### src/rtl/crc5_calc.sv
// USB CRC5 serializer: loads a packet of up to 100 bits, shifts it out
// LSB first, then appends the inverted CRC5 of the bits after the PID.
// Ports:
//   clock, reset_n     rising-edge clock, async active-low reset
//   pkt_ready          load strobe from the protocol handler (IDLE only)
//   bs_ready           bit stuffer accepts out_bit this cycle
//   pkt_in[99:0]       packet bits, bit 0 sent first, [7:0] is the PID
//   pkt_len[31:0]      number of valid bits in pkt_in (1..100)
//   out_bit            serial bit to the bit stuffer
//   crc_valid_out      out_bit is valid this cycle
module crc5_calc (
  input  logic        clock,
  input  logic        reset_n,
  input  logic        pkt_ready,
  input  logic        bs_ready,
  input  logic [99:0] pkt_in,
  input  logic [31:0] pkt_len,
  output logic        out_bit,
  output logic        crc_valid_out
);

  typedef enum logic [1:0] {
    IDLE,
    SEND,
    FLUSH
  } state_t;

  state_t      state_q, state_d;
  logic [99:0] pkt_q, pkt_d;
  logic [31:0] len_q, len_d;
  logic [6:0]  idx_q, idx_d;
  logic [4:0]  crc_q, crc_d;
  logic [2:0]  fcnt_q, fcnt_d;

  logic [4:0] crc_result;
  logic [2:0] crc_flush_cnt;
  logic       cur_bit;
  logic       fb;
  logic       last_bit;

  assign crc_result    = crc_q;
  assign crc_flush_cnt = fcnt_q;

  assign cur_bit  = pkt_q[idx_q];
  assign fb       = crc_q[4] ^ cur_bit;
  assign last_bit = ({25'd0, idx_q} == (len_q - 32'd1));

  always_ff @(posedge clock or negedge reset_n) begin
    if (!reset_n) begin
      state_q <= IDLE;
      pkt_q   <= '0;
      len_q   <= '0;
      idx_q   <= '0;
      crc_q   <= 5'b11111;
      fcnt_q  <= '0;
    end else begin
      state_q <= state_d;
      pkt_q   <= pkt_d;
      len_q   <= len_d;
      idx_q   <= idx_d;
      crc_q   <= crc_d;
      fcnt_q  <= fcnt_d;
    end
  end

  always_comb begin
    state_d       = state_q;
    pkt_d         = pkt_q;
    len_d         = len_q;
    idx_d         = idx_q;
    crc_d         = crc_q;
    fcnt_d        = fcnt_q;
    out_bit       = 1'b0;
    crc_valid_out = 1'b0;
    unique case (state_q)
      IDLE: begin
        if (pkt_ready) begin
          pkt_d   = pkt_in;
          len_d   = pkt_len;
          idx_d   = '0;
          crc_d   = 5'b11111;
          state_d = SEND;
        end
      end
      SEND: begin
        out_bit       = cur_bit;
        crc_valid_out = bs_ready;
        if (bs_ready) begin
          idx_d = idx_q + 7'd1;
          // PID bits are not covered by the CRC
          if (idx_q >= 7'd8) begin
            crc_d = {crc_q[3:0], 1'b0} ^
                    (fb ? 5'b00101 : 5'b00000);
          end
          if (last_bit) begin
            if (len_q > 32'd8) begin
              state_d = FLUSH;
              fcnt_d  = '0;
            end else begin
              state_d = IDLE;
            end
          end
        end
      end
      FLUSH: begin
        // inverted CRC, MSB first
        out_bit       = ~crc_q[3'd4 - fcnt_q];
        crc_valid_out = bs_ready;
        if (bs_ready) begin
          fcnt_d = fcnt_q + 3'd1;
          if (fcnt_q == 3'd4) begin
            state_d = IDLE;
          end
        end
      end
      default: begin
        state_d = IDLE;
      end
    endcase
  end

endmodule

### config.mk
export PLATFORM = sky130hd
export DESIGN_NAME = crc5_calc
export DESIGN_NICKNAME = d
export VERILOG_FILES = /design/src/rtl/crc5_calc.sv
export SDC_FILE = /design/constraint.sdc
export NUM_CORES = 1
export LEC_CHECK = 0
export CAP_MARGIN = 30
export CORE_MARGIN = 10
export CORE_UTILIZATION = 50
export CTS_CLUSTER_DIAMETER = 60
export DETAILED_ROUTE_END_ITERATION = 6
export HOLD_SLACK_MARGIN = 0.12
export PLACE_DENSITY = 0.77
export SLEW_MARGIN = 20
export SYNTH_ARGS = -nofsm -noshare
export SYNTH_HDL_FRONTEND = slang
export SYNTH_SLANG_ARGS = --single-unit
export TNS_END_PERCENT = 5
### constraint.sdc
create_clock -name clock -period 8.4 [get_ports clock]
set_input_delay 1.68 -clock clock [delete_from_list [all_inputs] [get_ports clock]]
set_output_delay 1.68 -clock clock [all_outputs]
set_load 0.01 [all_outputs]
==> out/metrics.sh, run 1 <==
RUN_STATUS='finished, final reports clean'
WORST-SLEW-PIN-TRANSITION_PS=895.9
SYNTHMOSTINSTANTIATEDCELL='dfrtp_1'
SLEW_HEADROOM_PCT=40.28
DRT_ITER0_MARKERS=357
CRITICAL_PATH.CELL_CHAIN='buf_12, mux4_2, o21ai_0, o211ai_1, nor4_1, nor3_1, a32oi_1, nor2b_1, clkdlybuf4s50_1'
ROUTEDLENGTHMET1_UM=7873
REG2REG_SLACK_PS=5010
CP.REQUIRED_PS=6720
LAYOUT.CELL_AREA.NON_FILLER_UM2=9754
DIE-HEIGHT_UM=143.7
CTS.SINK_COUNT=149
TOP_LEVEL_PORTS=138
GLOBAL_ROUTE_WIRE_LENGTH_BEFORE_REPAIR_UM=30270
ROUTED_WIRELENGTH_UM=18800
NUM_VIAS=5478
YOSYS_REGISTER_BITS=149
SETUP_VIOL_COUNT_FINAL=0
WORSTHOLDENDPOINT='len_q[31]$_DFFE_PN0P_'
CRITICAL_PATH.STARTPOINT_TYPE='flop'
GP_CONGESTION=0.9406
SYN_AREA_PER_CELL_UM2=12.77
WORST_EP_ARRIVAL_TIME_PS=3520
DIODES=0
HOLDPATHSTAGES=1
YOSYS_MOST_USED_DFF='dfrtp_1'
PATH_CLK_SLEW_PS=60
PLACEMENT.SETUP.WORST_SLACK_PS=3380
YOSYS-TOP-CELLS-COUNT='dfrtp_1 (144), mux2_2 (133), nor2_1 (25)'
CORE-AREA_UM2=15090
TRITONCTS='yes'
DETAIL-ROUTE-ANTENNA-NETS=0
YOSYSSEQAREASHARE_PCT=48.83
VIAS_IN_THE_FIRST_GLOBAL_ROUTE=5792
YS_TOP_CELLS_BY_AREA='dfrtp_1 (47%), mux2_2 (20%), mux4_2 (7.1%)'
PLACE.DETAILED.HPWL_UM=13660
TIMING_WORST_SETUP_PATH_TYPE='flop to primary output'
DRIVE_GT1_SHARE_PCT=28.49
PORT_BUFS=137
OVERALL_POWER_AFTER_LAYOUT_mW=3.326
INSERTION_DELAY_PS=430
CRITICAL-PATH-MAX-STAGE-DELAY_PS=540
CTS_HOLD_BUF=0
AREA_DELTA_SYNTH_FINAL_PCT=27.53
MET3_WIRELENGTH_UM=1291
SYNTH_TOP_AREA_CELL='dfrtp_1'
GRT_ANTENNA_BEFORE_REPAIR=0
SYNTH.LIB_CELLS_USED.DISTINCT=68
RR_ENDPOINT='crc_flush_cnt[1]$_DFFE_PN0P_'
WORST_R2R_PATH_DEPTH=7
PLACED_CELL_AREA_UM2=9140
AVGVIACOUNTPERCELL=5.922
FMAXACHIEVABLE_MHz=192.2
HOLDCRITSTARTPOINT='len_q[31]$_DFFE_PN0P_'
CLK_ROOT_BUFFER_CELL='clkbuf_16'
CRITICAL_PATH.SLOWEST_CELL='mux4_2'
WORST_HOLD_PATH_TYPE='flop to flop'
SETUP_CLOCK_SKEW_AFTER_LAYOUT_PS=7.639
SYNTHESIS.INSTANCES=599
CORE.ROWCOUNT=45
FP.DIEAREA_UM2=20640
P_PER_AREA_nW_PER_UM2=341.0
SYNTH.YOSYS.WARNINGS=0
GROUTE.USAGE.OVERALL_PCT=18.61
P_LEAK_nW=3.801
CTSRESIZECOUNT=0
GRT_START_MAX_NET_PINS=84
RSZ0062_AT_GRT='false'
DIE_WIDTH_UM=143.7
FINAL_CRITICAL_PATH_SETUP_SLACK_PS=3198
TOP_SIGNAL_LAYER_USED='met4'
POST-CTS-SETUP-BUFFERS=0
HOLDWS_PS=496.2
MIN_PERIOD_PS=5202
CTS_INSERTED_BUFFERS=17
DRT_DRC_VIOLATIONS_LEFT=0
TIMING.SETUP.TNS_PS=0
START_UTIL_PCT=50.69
CTS_BUFFER_DEPTH=2
SYNTH_ASYNC_SR_FLOP_SHARE_PCT=100.0
SETUP.WORST_PATH.END_CLASS='primary output'
HTREE_NUM_LEVELS=4
TIMING.FINAL.MAX_SLEW_VIOLATIONS=0
DRV_CAP=0
HOLD_VIOL=0
SYNTH_EDF_COUNT=0
SUM_OF_MET2_WIRE_SEGMENT_LENGTHS_AFTER_DETAILED_ROUTING_UM=9314
POST_SYNTH_INSTANCE_AREA_UM2=7649
WORST-PATH-MAX-FANOUT=25
DETAIL_ROUTE.FIRST_PASS.ITERATIONS=5
ROUTE.DETAILED.WL_PER_INST_UM=20.32
GR-TOTAL-OVERFLOW=0
COUNT_OF_BUFFER_AND_INVERTER_CELLS_ON_THE_CRITICAL_PATH=2
CRITPATHTOPFAMILY='buffers and inverters'
WORST_R2R_STARTPOINT='len_q[4]$_DFFE_PN0P_'
VDD_IR_DROP_MAX_mV=0.1689
POSTSYNTHNETCOUNT=744
NETS=870
RATIO_OF_FINAL_MINIMUM_PERIOD_TO_CLOCK_PERIOD_PCT=61.93
YOSYSTOPAREACELLSHARE_PCT=47.11
worst reg2reg max path, cell delays in order, from the launching register on:
cell and delay (ps):
dfrtp_1 500, or4_4 560, or4_4 580, or3_4 420
o31ai_1 450, nand3_1 220, o311ai_0 380, o211ai_1 140
flip-flops by register name, indices dropped and copies added, names as in the netlist:
register,count
len_q,32
pkt_q,100
idx_q,7
state_q,2
crc_q,5
crc_flush_cnt,3
stage by stage:
stage / utilization, % / cells
6_report: 64.64 / 925
5_1_grt: 64.64 / 925
4_1_cts: 64.41 / 923
3_5_place_dp: 60.57 / 892
3_3_place_gp: 60.57 / 892
2_1_floorplan: - / 599
how the worst max path moves through the flow:
stage / endpoint / depth (start not counted) / from / slack [ps]
6_report: out_bit / 9 / idx_q[0]$_DFFE_PN0P_ / 3200
5_1_grt: out_bit / 9 / idx_q[0]$_DFFE_PN0P_ / 2930
4_1_cts: out_bit / 8 / idx_q[0]$_DFFE_PN0P_ / 2880
3_5_place_dp: out_bit / 8 / idx_q[0]$_DFFE_PN0P_ / 3380
3_3_place_gp: out_bit / 8 / idx_q[0]$_DFFE_PN0P_ / 3470
2_1_floorplan: out_bit / 9 / idx_q[0]$_DFFE_PN0P_ / 4490
power by group:
part	internal [mW]	switching, mW
logic	0.718	0.475
registers	1.06	0.323
clock network	0.440	0.309
cell type report:
| cell class | count | area, um2 |
|---|---|---|
| clock inverters | 13 | 150.1 |
| clock buffers | 18 | 429.2 |
| fillers | 1148 | 5335 |
| inverters | 14 | 52.55 |
| multi-input cells | 402 | 3729 |
| well taps | 188 | 235.2 |
| repair buffers | 141 | 1423 |
| flip-flops and latches | 149 | 3736 |
logic make-up (layout without fill, tap and decap cells):
group	Yosys count	count (layout)	synth area share [%]
buffers and inverters	48	186	2.519
AOI/OAI and AO/OA	74	74	6.985
DFF	149	149	48.83
adders and majority gates	9	9	1.472
and+or+nand+nor	139	139	10.57
xor gates and xnor gates	14	14	1.799
muxes	166	166	27.83
routing by layer:
layer	track usage (%)	vias to the layer above
li1	-	2506
met3	5.875	27
met4	6.018	0
met2	29.75	199
met1	23.52	2746
met5	0	-
layout by cell type (no fill, tap or decap), drive strengths merged, types with 14 or more instances in the layout:
cell	count
inv	19
nor2	25
nor3	14
clkbuf	18
mux2	133
nand3	17
o21ai	14
mux4	24
dfrtp	144
nand2	18
clkdlybuf4s50	136
(Power assumes the default switching activity.)
==> run 2: changes to the inputs <==
--- a/config.mk
+++ b/config.mk
@@ -7,7 +7,7 @@
 export LEC_CHECK = 0
 export CAP_MARGIN = 30
 export CORE_MARGIN = 10
-export CORE_UTILIZATION = 50
+export CORE_UTILIZATION = 48
 export CTS_CLUSTER_DIAMETER = 60
 export DETAILED_ROUTE_END_ITERATION = 6
 export HOLD_SLACK_MARGIN = 0.12
==> constraint.sdc (replaced) <==
create_clock -name clock -period 4.2 [get_ports clock]
set_input_delay 0.84 -clock clock [delete_from_list [all_inputs] [get_ports clock]]
set_output_delay 0.84 -clock clock [all_outputs]
set_load 0.01 [all_outputs]
==> run 2 against run 1 <==
  * Clock power is 110% higher
  * Clock skew is 3.0 ps higher
  * Global-route usage hardly changed
  * Non-clock buffer count is 8 higher
  * Hold slack worse by 61 ps
  * Critical path type unchanged
  * Highest routed layer unchanged
==> out/metrics.sh, run 2 (same netlist as run 1, synthesis figures left out) <==
RUN_STATUS='finished, final reports clean'
PATH_CLK_SLEW_PS=60  # about the same
DIODES=0  # unchanged
PLACE.DETAILED.HPWL_UM=14650  # +7.2%
WORST_HOLD_PATH_TYPE='input pin to asynchronous set/reset pin'
DETAIL-ROUTE-ANTENNA-NETS=0  # unchanged
ROUTE.DETAILED.WL_PER_INST_UM=20.67  # +1.7%
RATIO_OF_FINAL_MINIMUM_PERIOD_TO_CLOCK_PERIOD_PCT=96.82
GP_CONGESTION=0.8879  # -5.6%
P_PER_AREA_nW_PER_UM2=688.0  # +100%
HTREE_NUM_LEVELS=4  # unchanged
INSERTION_DELAY_PS=430  # about the same
TIMING.FINAL.MAX_SLEW_VIOLATIONS=0  # unchanged
TRITONCTS='yes'
DRV_CAP=0  # unchanged
FP.DIEAREA_UM2=21380  # +3.6%
GR-TOTAL-OVERFLOW=0  # unchanged
SLEW_HEADROOM_PCT=42.34  # +2.1 points
HOLD_VIOL=0  # unchanged
FINALCOREUTILIZATION_PCT=62.91  # -1.7 points
VIAS_IN_THE_FIRST_GLOBAL_ROUTE=5958  # +2.9%
CORE-AREA_UM2=15770  # +4.5%
PLACED_CELLS_INCL_TAPS=928  # +4.0%
SETUP.WORST_PATH.END_CLASS='primary output'
PORT_BUFS=137  # unchanged
P_LEAK_nW=3.875  # +2.0%
CRITICAL_PATH.STARTPOINT_TYPE='flop'
FINAL_CELLS=961  # +3.9%
GROUTE.USAGE.OVERALL_PCT=18.58  # -0.030 points
WORST_EP_ARRIVAL_TIME_PS=3230  # -290 ps
START_UTIL_PCT=48.50  # -2.2 points
DETAIL_ROUTE.FIRST_PASS.ITERATIONS=5  # unchanged
SETUP_VIOL_COUNT_FINAL=0  # unchanged
LARGEST_REG_FLOPS=100  # unchanged
ROUTED_WIRELENGTH_UM=19860  # +5.7%
DRIVE_GT1_SHARE_PCT=29.66  # +1.2 points
MULTIINPUTGATEAREA_UM2=3739  # +0.27%
SETUP_CLOCK_SKEW_AFTER_LAYOUT_PS=10.63  # +2.988 ps
NFILLCELLS=1180  # +2.8%
CLK_ROOT_BUFFER_CELL='clkbuf_16'
FMAXACHIEVABLE_MHz=245.9
DRT_DRC_VIOLATIONS_LEFT=0  # unchanged
SEQCELLAREA_UM2=3737  # about the same
DIE_WIDTH_UM=146.2  # +1.8%
LAYOUT.CELLS.MOST_COMMON='dfrtp_1'
WORST-PATH-MAX-FANOUT=7  # -72%
LAYOUT_COMMON_CELLS='dfrtp_1 (142), clkdlybuf4s50_1 (136), mux2_2 (133), nor2_1 (25), mux4_2 (24)'
DIE-HEIGHT_UM=146.2  # +1.8%
VDD_IR_DROP_MAX_mV=0.3501  # +110%
NETS=878  # +0.92%
CTS_HOLD_BUF=0  # unchanged
GRT_ANTENNA_BEFORE_REPAIR=0  # unchanged
NUM_VIAS=5525  # +0.86%
CTS_INSERTED_BUFFERS=17  # unchanged
REGMOSTFLOPS='pkt_q'
TIMING_WORST_SETUP_PATH_TYPE='flop to primary output'
GLOBAL_ROUTE_WIRE_LENGTH_BEFORE_REPAIR_UM=32260  # +6.6%
AVGVIACOUNTPERCELL=5.749  # -2.9%
WORST-SLEW-PIN-TRANSITION_PS=864.8  # -31.01 ps
CTS_BUFFER_DEPTH=2  # unchanged
TOP_LEVEL_PORTS=138  # unchanged
DRT_ITER0_MARKERS=321  # -10%
CP.REQUIRED_PS=3360  # -3360 ps
OVERALL_POWER_AFTER_LAYOUT_mW=6.826  # +110%
GRT_START_MAX_NET_PINS=73  # -13%
LAYOUT.CELL_AREA.NON_FILLER_UM2=9921  # +1.7%
CORE.ROWCOUNT=46  # +2.2%
AREA_DELTA_SYNTH_FINAL_PCT=29.71
PLACED_CELL_AREA_UM2=9280  # +1.5%
MIN_PERIOD_PS=4066
REG_TOP3='pkt_q (100), len_q (32), idx_q (7)'
CTS.SINK_COUNT=149  # unchanged
-- run 2: changes by cell type in the layout (fill, tap and decap cells not counted), sizes merged --
cell,previous run,this run
clkbuf,18,19
inv,19,17
bufinv,2,3
clkinv,2,4
clkinvlp,4,2
buf,5,13
-- run 2: worst paths after layout --
kind / from / to / slack [ps] / depth (start not counted)
worst max register to register: len_q[4]$_DFFE_PN0P_ / crc_flush_cnt[2]$_DFFE_PN0P_ / 700 / 7
worst min-delay path: reset_n / crc_flush_cnt[0]$_DFFE_PN0P_ / 430 / 1
max in group asynchronous: reset_n / pkt_q[3]$_DFFE_PN0P_ / 2710 / 3
worst max-delay path: idx_q[0]$_DFFE_PN0P_ / out_bit / 130 / 9
min in group clock: pkt_q[69]$_DFFE_PN0P_ / pkt_q[69]$_DFFE_PN0P_ / 510 / 1
worst min register to register: pkt_q[69]$_DFFE_PN0P_ / pkt_q[69]$_DFFE_PN0P_ / 510 / 1
-- run 2: metrics by stage --
step                      hold slack (ps)  TNS (ps)  setup WS, ps
after global placement              484.1         0         475.4
final                               434.9         0         133.7
after CTS                           455.1         0         93.11
after floorplan                     472.5         0          1132
after global routing                489.0    -67.18        -67.18
after detailed placement            491.1         0         416.2
-- run 2: where the power goes --
part	total, mW	internal, mW	leakage [nW]	switching (mW)
clock network	1.58	0.960	0.294	0.624
logic	2.51	1.48	1.83	1.03
registers	2.74	2.12	1.75	0.615
total	6.83	4.56	3.88	2.26
-- run 2: routing by layer --
layer	track usage [%]	part of all wire [%]	vias up
met1	23.30	43	2779
met3	5.470	6.1	33
met2	30.53	50	184
met5	0	0	-
li1	-	-	2529
met4	5.305	1.7	0
-- run 2: final cells by class --
cell class                 count  share of cell area (%)
timing repair buffer         149                   15.20
tap                          216                   2.724
sequential                   149                   37.67
clock inverter                12                   1.728
inverter                      14                  0.5297
multi-input combinational    402                   37.68
clock buffer                  19                   4.465
-- run 2: timing repair --
item / CTS / global route
endpoints found under the setup margin: 1 / 1
setup buffers: 1 / 1
hold endpoints to repair: 0 / 0
cloned: 0 / 0
resized for setup: 1 / 2
-- run 2: worst max-delay path, cell delays in order, from the launching register on --
cell and delay (ps):
dfrtp_2 480, buf_4 200, mux4_2 510, a221oi_1 370
a21oi_1 110, nor3_2 250, nor3_2 110, a32oi_1 220
nor2b_1 80, clkdlybuf4s50_1 480
==> run 3: changes to the inputs <==
==> constraint.sdc (replaced) <==
create_clock -name clock -period 4.2 [get_ports clock]
set_input_delay 0.84 -clock clock [delete_from_list [all_inputs] [get_ports clock]]
set_output_delay 0.84 -clock clock [all_outputs]
set_load 0.02 [all_outputs]
==> run 3 against run 2 <==
  * Cell count decreased by 0.21%
  * Wire length decreased by 3.5%
  * Global-route usage decreased by 0.56 points
  * Critical endpoint unchanged
  * Highest routed layer unchanged
==> out/metrics.sh, run 3 (same netlist as run 1, synthesis figures left out) <==
FINALCOREUTILIZATION_PCT=62.97  # +0.063 points
TIMING.FINAL.MAX_SLEW_VIOLATIONS=0  # unchanged
SETUP.WORST_PATH.END_CLASS='primary output'
PATH_CLK_SLEW_PS=60  # about the same
P_PER_AREA_nW_PER_UM2=690.6  # +0.37%
TIMING.SETUP.TNS_PS=0  # unchanged
CRITICAL_PATH.SLOWEST_CELL='mux4_2'
DETAIL_ROUTE.FIRST_PASS.ITERATIONS=5  # unchanged
WORST-PATH-MAX-FANOUT=16  # +9
DIE-HEIGHT_UM=146.2  # unchanged
ROUTED_WIRELENGTH_UM=19170  # -3.5%
P_LEAK_nW=3.894  # +0.48%
LAYOUT.CELLS.MOST_COMMON='dfrtp_1'
GR-TOTAL-OVERFLOW=0  # unchanged
POST-CTS-SETUP-BUFFERS=0  # -1
PLACEMENT.SETUP.WORST_SLACK_PS=475.8  # +59.58 ps
WORST_EP_ARRIVAL_TIME_PS=2930  # -300 ps
REGMOSTFLOPS='pkt_q'
SLEW_HEADROOM_PCT=39.96  # -2.4 points
CTS_HOLD_BUF=0  # unchanged
SETUP_CLOCK_SKEW_AFTER_LAYOUT_PS=7.284  # -3.344 ps
CTS_INSERTED_BUFFERS=17  # unchanged
FP.DIEAREA_UM2=21380  # unchanged
GROUTE.USAGE.OVERALL_PCT=18.02  # -0.56 points
GRT_ANTENNA_BEFORE_REPAIR=0  # unchanged
MIN_PERIOD_PS=3771  # -294.8 ps
CP.REQUIRED_PS=3360  # about the same
AVGVIACOUNTPERCELL=5.690  # -1.0%
PLACED_CELLS_INCL_TAPS=926  # -0.22%
HOLD_VIOL=0  # unchanged
START_UTIL_PCT=48.50  # unchanged
DETAIL-ROUTE-ANTENNA-NETS=0  # unchanged
PORT_BUFS=137  # unchanged
FINAL_CELLS=959  # -0.21%
LAYOUT_COMMON_CELLS='dfrtp_1 (142), clkdlybuf4s50_1 (135), mux2_2 (133), nor2_1 (25), mux4_2 (24)'
DRIVE_GT1_SHARE_PCT=29.34  # -0.32 points
CLK_ROOT_BUFFER_CELL='clkbuf_16'
DIE_WIDTH_UM=146.2  # unchanged
NUM_VIAS=5457  # -1.2%
TIMING_WORST_SETUP_PATH_TYPE='flop to primary output'
PLACE.DETAILED.HPWL_UM=14230  # -2.9%
TOP_LEVEL_PORTS=138  # unchanged
AREA_DELTA_SYNTH_FINAL_PCT=29.84
RATIO_OF_FINAL_MINIMUM_PERIOD_TO_CLOCK_PERIOD_PCT=89.80  # -7.0 points
SETUP_VIOL_COUNT_FINAL=0  # unchanged
GLOBAL_ROUTE_WIRE_LENGTH_BEFORE_REPAIR_UM=31230  # -3.2%
VDD_IR_DROP_MAX_mV=0.3791  # +8.3%
CORE-AREA_UM2=15770  # unchanged
SW_FRAC_OF_TOTAL_PCT=32.44  # -0.73 points
CRITICAL-PATH-MAX-STAGE-DELAY_PS=530  # +20 ps
P_CLK_SHARE_PCT=23.7  # +0.5 points
HTREE_NUM_LEVELS=4  # unchanged
CTS_BUFFER_DEPTH=2  # unchanged
RSZ0062_AT_GRT='false'
FMAXACHIEVABLE_MHz=265.1  # +7.8%
WORST-SLEW-PIN-TRANSITION_PS=900.6  # +35.71 ps
NETSWITCHINGPOWER_mW=2.225  # -1.7%
P_SEQ_SHARE_PCT=39.8  # -0.3 points
CTSRESIZECOUNT=0  # -1
CTS.SINK_COUNT=149  # unchanged
RUN_STATUS='finished, final reports clean'
DRT_ITER0_MARKERS=362  # +13%
TRITONCTS='yes'
REG_TOP3='pkt_q (100), len_q (32), idx_q (7)'
NETS=875  # -0.34%
GRT_START_MAX_NET_PINS=77  # +5.5%
CORE.ROWCOUNT=46  # unchanged
INSERTION_DELAY_PS=420  # about the same
GP_CONGESTION=0.8999  # +1.4%
CRITICAL_PATH.CELL_CHAIN='buf_12, mux4_2, mux2_2, and3_1, nor3_1, nor3_2, a32oi_1, nor2b_1, dlymetal6s2s_1'
DRV_CAP=0  # unchanged
CRITICAL_PATH.STARTPOINT_TYPE='flop'
VIAS_IN_THE_FIRST_GLOBAL_ROUTE=5809  # -2.5%
FINAL_CRITICAL_PATH_SETUP_SLACK_PS=428.5  # +294.8 ps
COMB_POWER_SHARE_PCT=36.5  # -0.2 points
ROUTE.DETAILED.WL_PER_INST_UM=19.99  # -3.3%
INTERNAL-POWER_mW=4.633  # +1.6%
LARGEST_REG_FLOPS=100  # unchanged
DRT_DRC_VIOLATIONS_LEFT=0  # unchanged
DIODES=0  # unchanged
WORST_HOLD_PATH_TYPE='input pin to asynchronous set/reset pin'
run 3: cell types whose count changed in the layout (fill, tap and decap cells not counted), moves of 2 or more:
cell / before / now
buf_4: 9 / 5
clkinv_2: 0 / 2
clkinv_4: 4 / 2
inv_8: 2 / 0
run 3: worst max-delay path, delay by kind of cell (launching register included):
kind	cells	cell delay, ps
buffers and inverters	2	410
AOI/OAI and AO/OA	1	220
DFF	1	430
and+or+nand+nor	4	660
muxes	2	800
run 3: power groups by stage:
stage / combinational (mW) / sequential, mW / clock, mW
2_1_floorplan: 1.98 / 2.42 / 0
3_3_place_gp: 2.36 / 2.70 / 0
3_5_place_dp: 2.46 / 2.72 / 0
4_1_cts: 2.48 / 2.71 / 1.65
5_1_grt: 2.74 / 2.80 / 1.72
6_report: 2.50 / 2.73 / 1.62
run 3: per-layer routing:
layer | vias to the layer above | track usage (%) | share of wire (%)
li1 | 2528 | - | -
met1 | 2704 | 23.00 | 43
met2 | 202 | 29.62 | 50
met3 | 23 | 5.346 | 5.9
met4 | 0 | 4.004 | 1.1
met5 | - | 0 | 0
run 3: metrics by stage:
step / power, mW / instance area, um2 / hold WS [ps]
floorplan: 4.398 / 7649 / 472.5
global placement: 5.067 / 9258 / 483.7
detailed placement: 5.182 / 9258 / 490.5
CTS: 6.844 / 9891 / 466.5
global route: 7.256 / 9931 / 498.8
finish: 6.858 / 9931 / 422.5
run 3: worst paths after layout:
kind	slack (ps)	to	cells after the start	from
max in group asynchronous	2920	pkt_q[13]$_DFFE_PN0P_	2	reset_n
min in group clock	500	len_q[30]$_DFFE_PN0P_	1	len_q[30]$_DFFE_PN0P_
setup reg to reg	730	crc_flush_cnt[1]$_DFFE_PN0P_	7	len_q[4]$_DFFE_PN0P_
hold / removal	420	crc_flush_cnt[1]$_DFFE_PN0P_	1	reset_n
hold reg to reg	500	len_q[30]$_DFFE_PN0P_	1	len_q[30]$_DFFE_PN0P_
setup / recovery	430	out_bit	9	idx_q[0]$_DFFE_PN0P_
run 3: final cells by class:
type	instances	area (um2)
clock inverters	11	172.7
multi-input cells	402	3740
fillers	1180	5839
inverters	14	52.55
repair buffers	146	1498
flip-flops and latches	149	3737
well taps	216	270.3
clock buffers	21	460.4
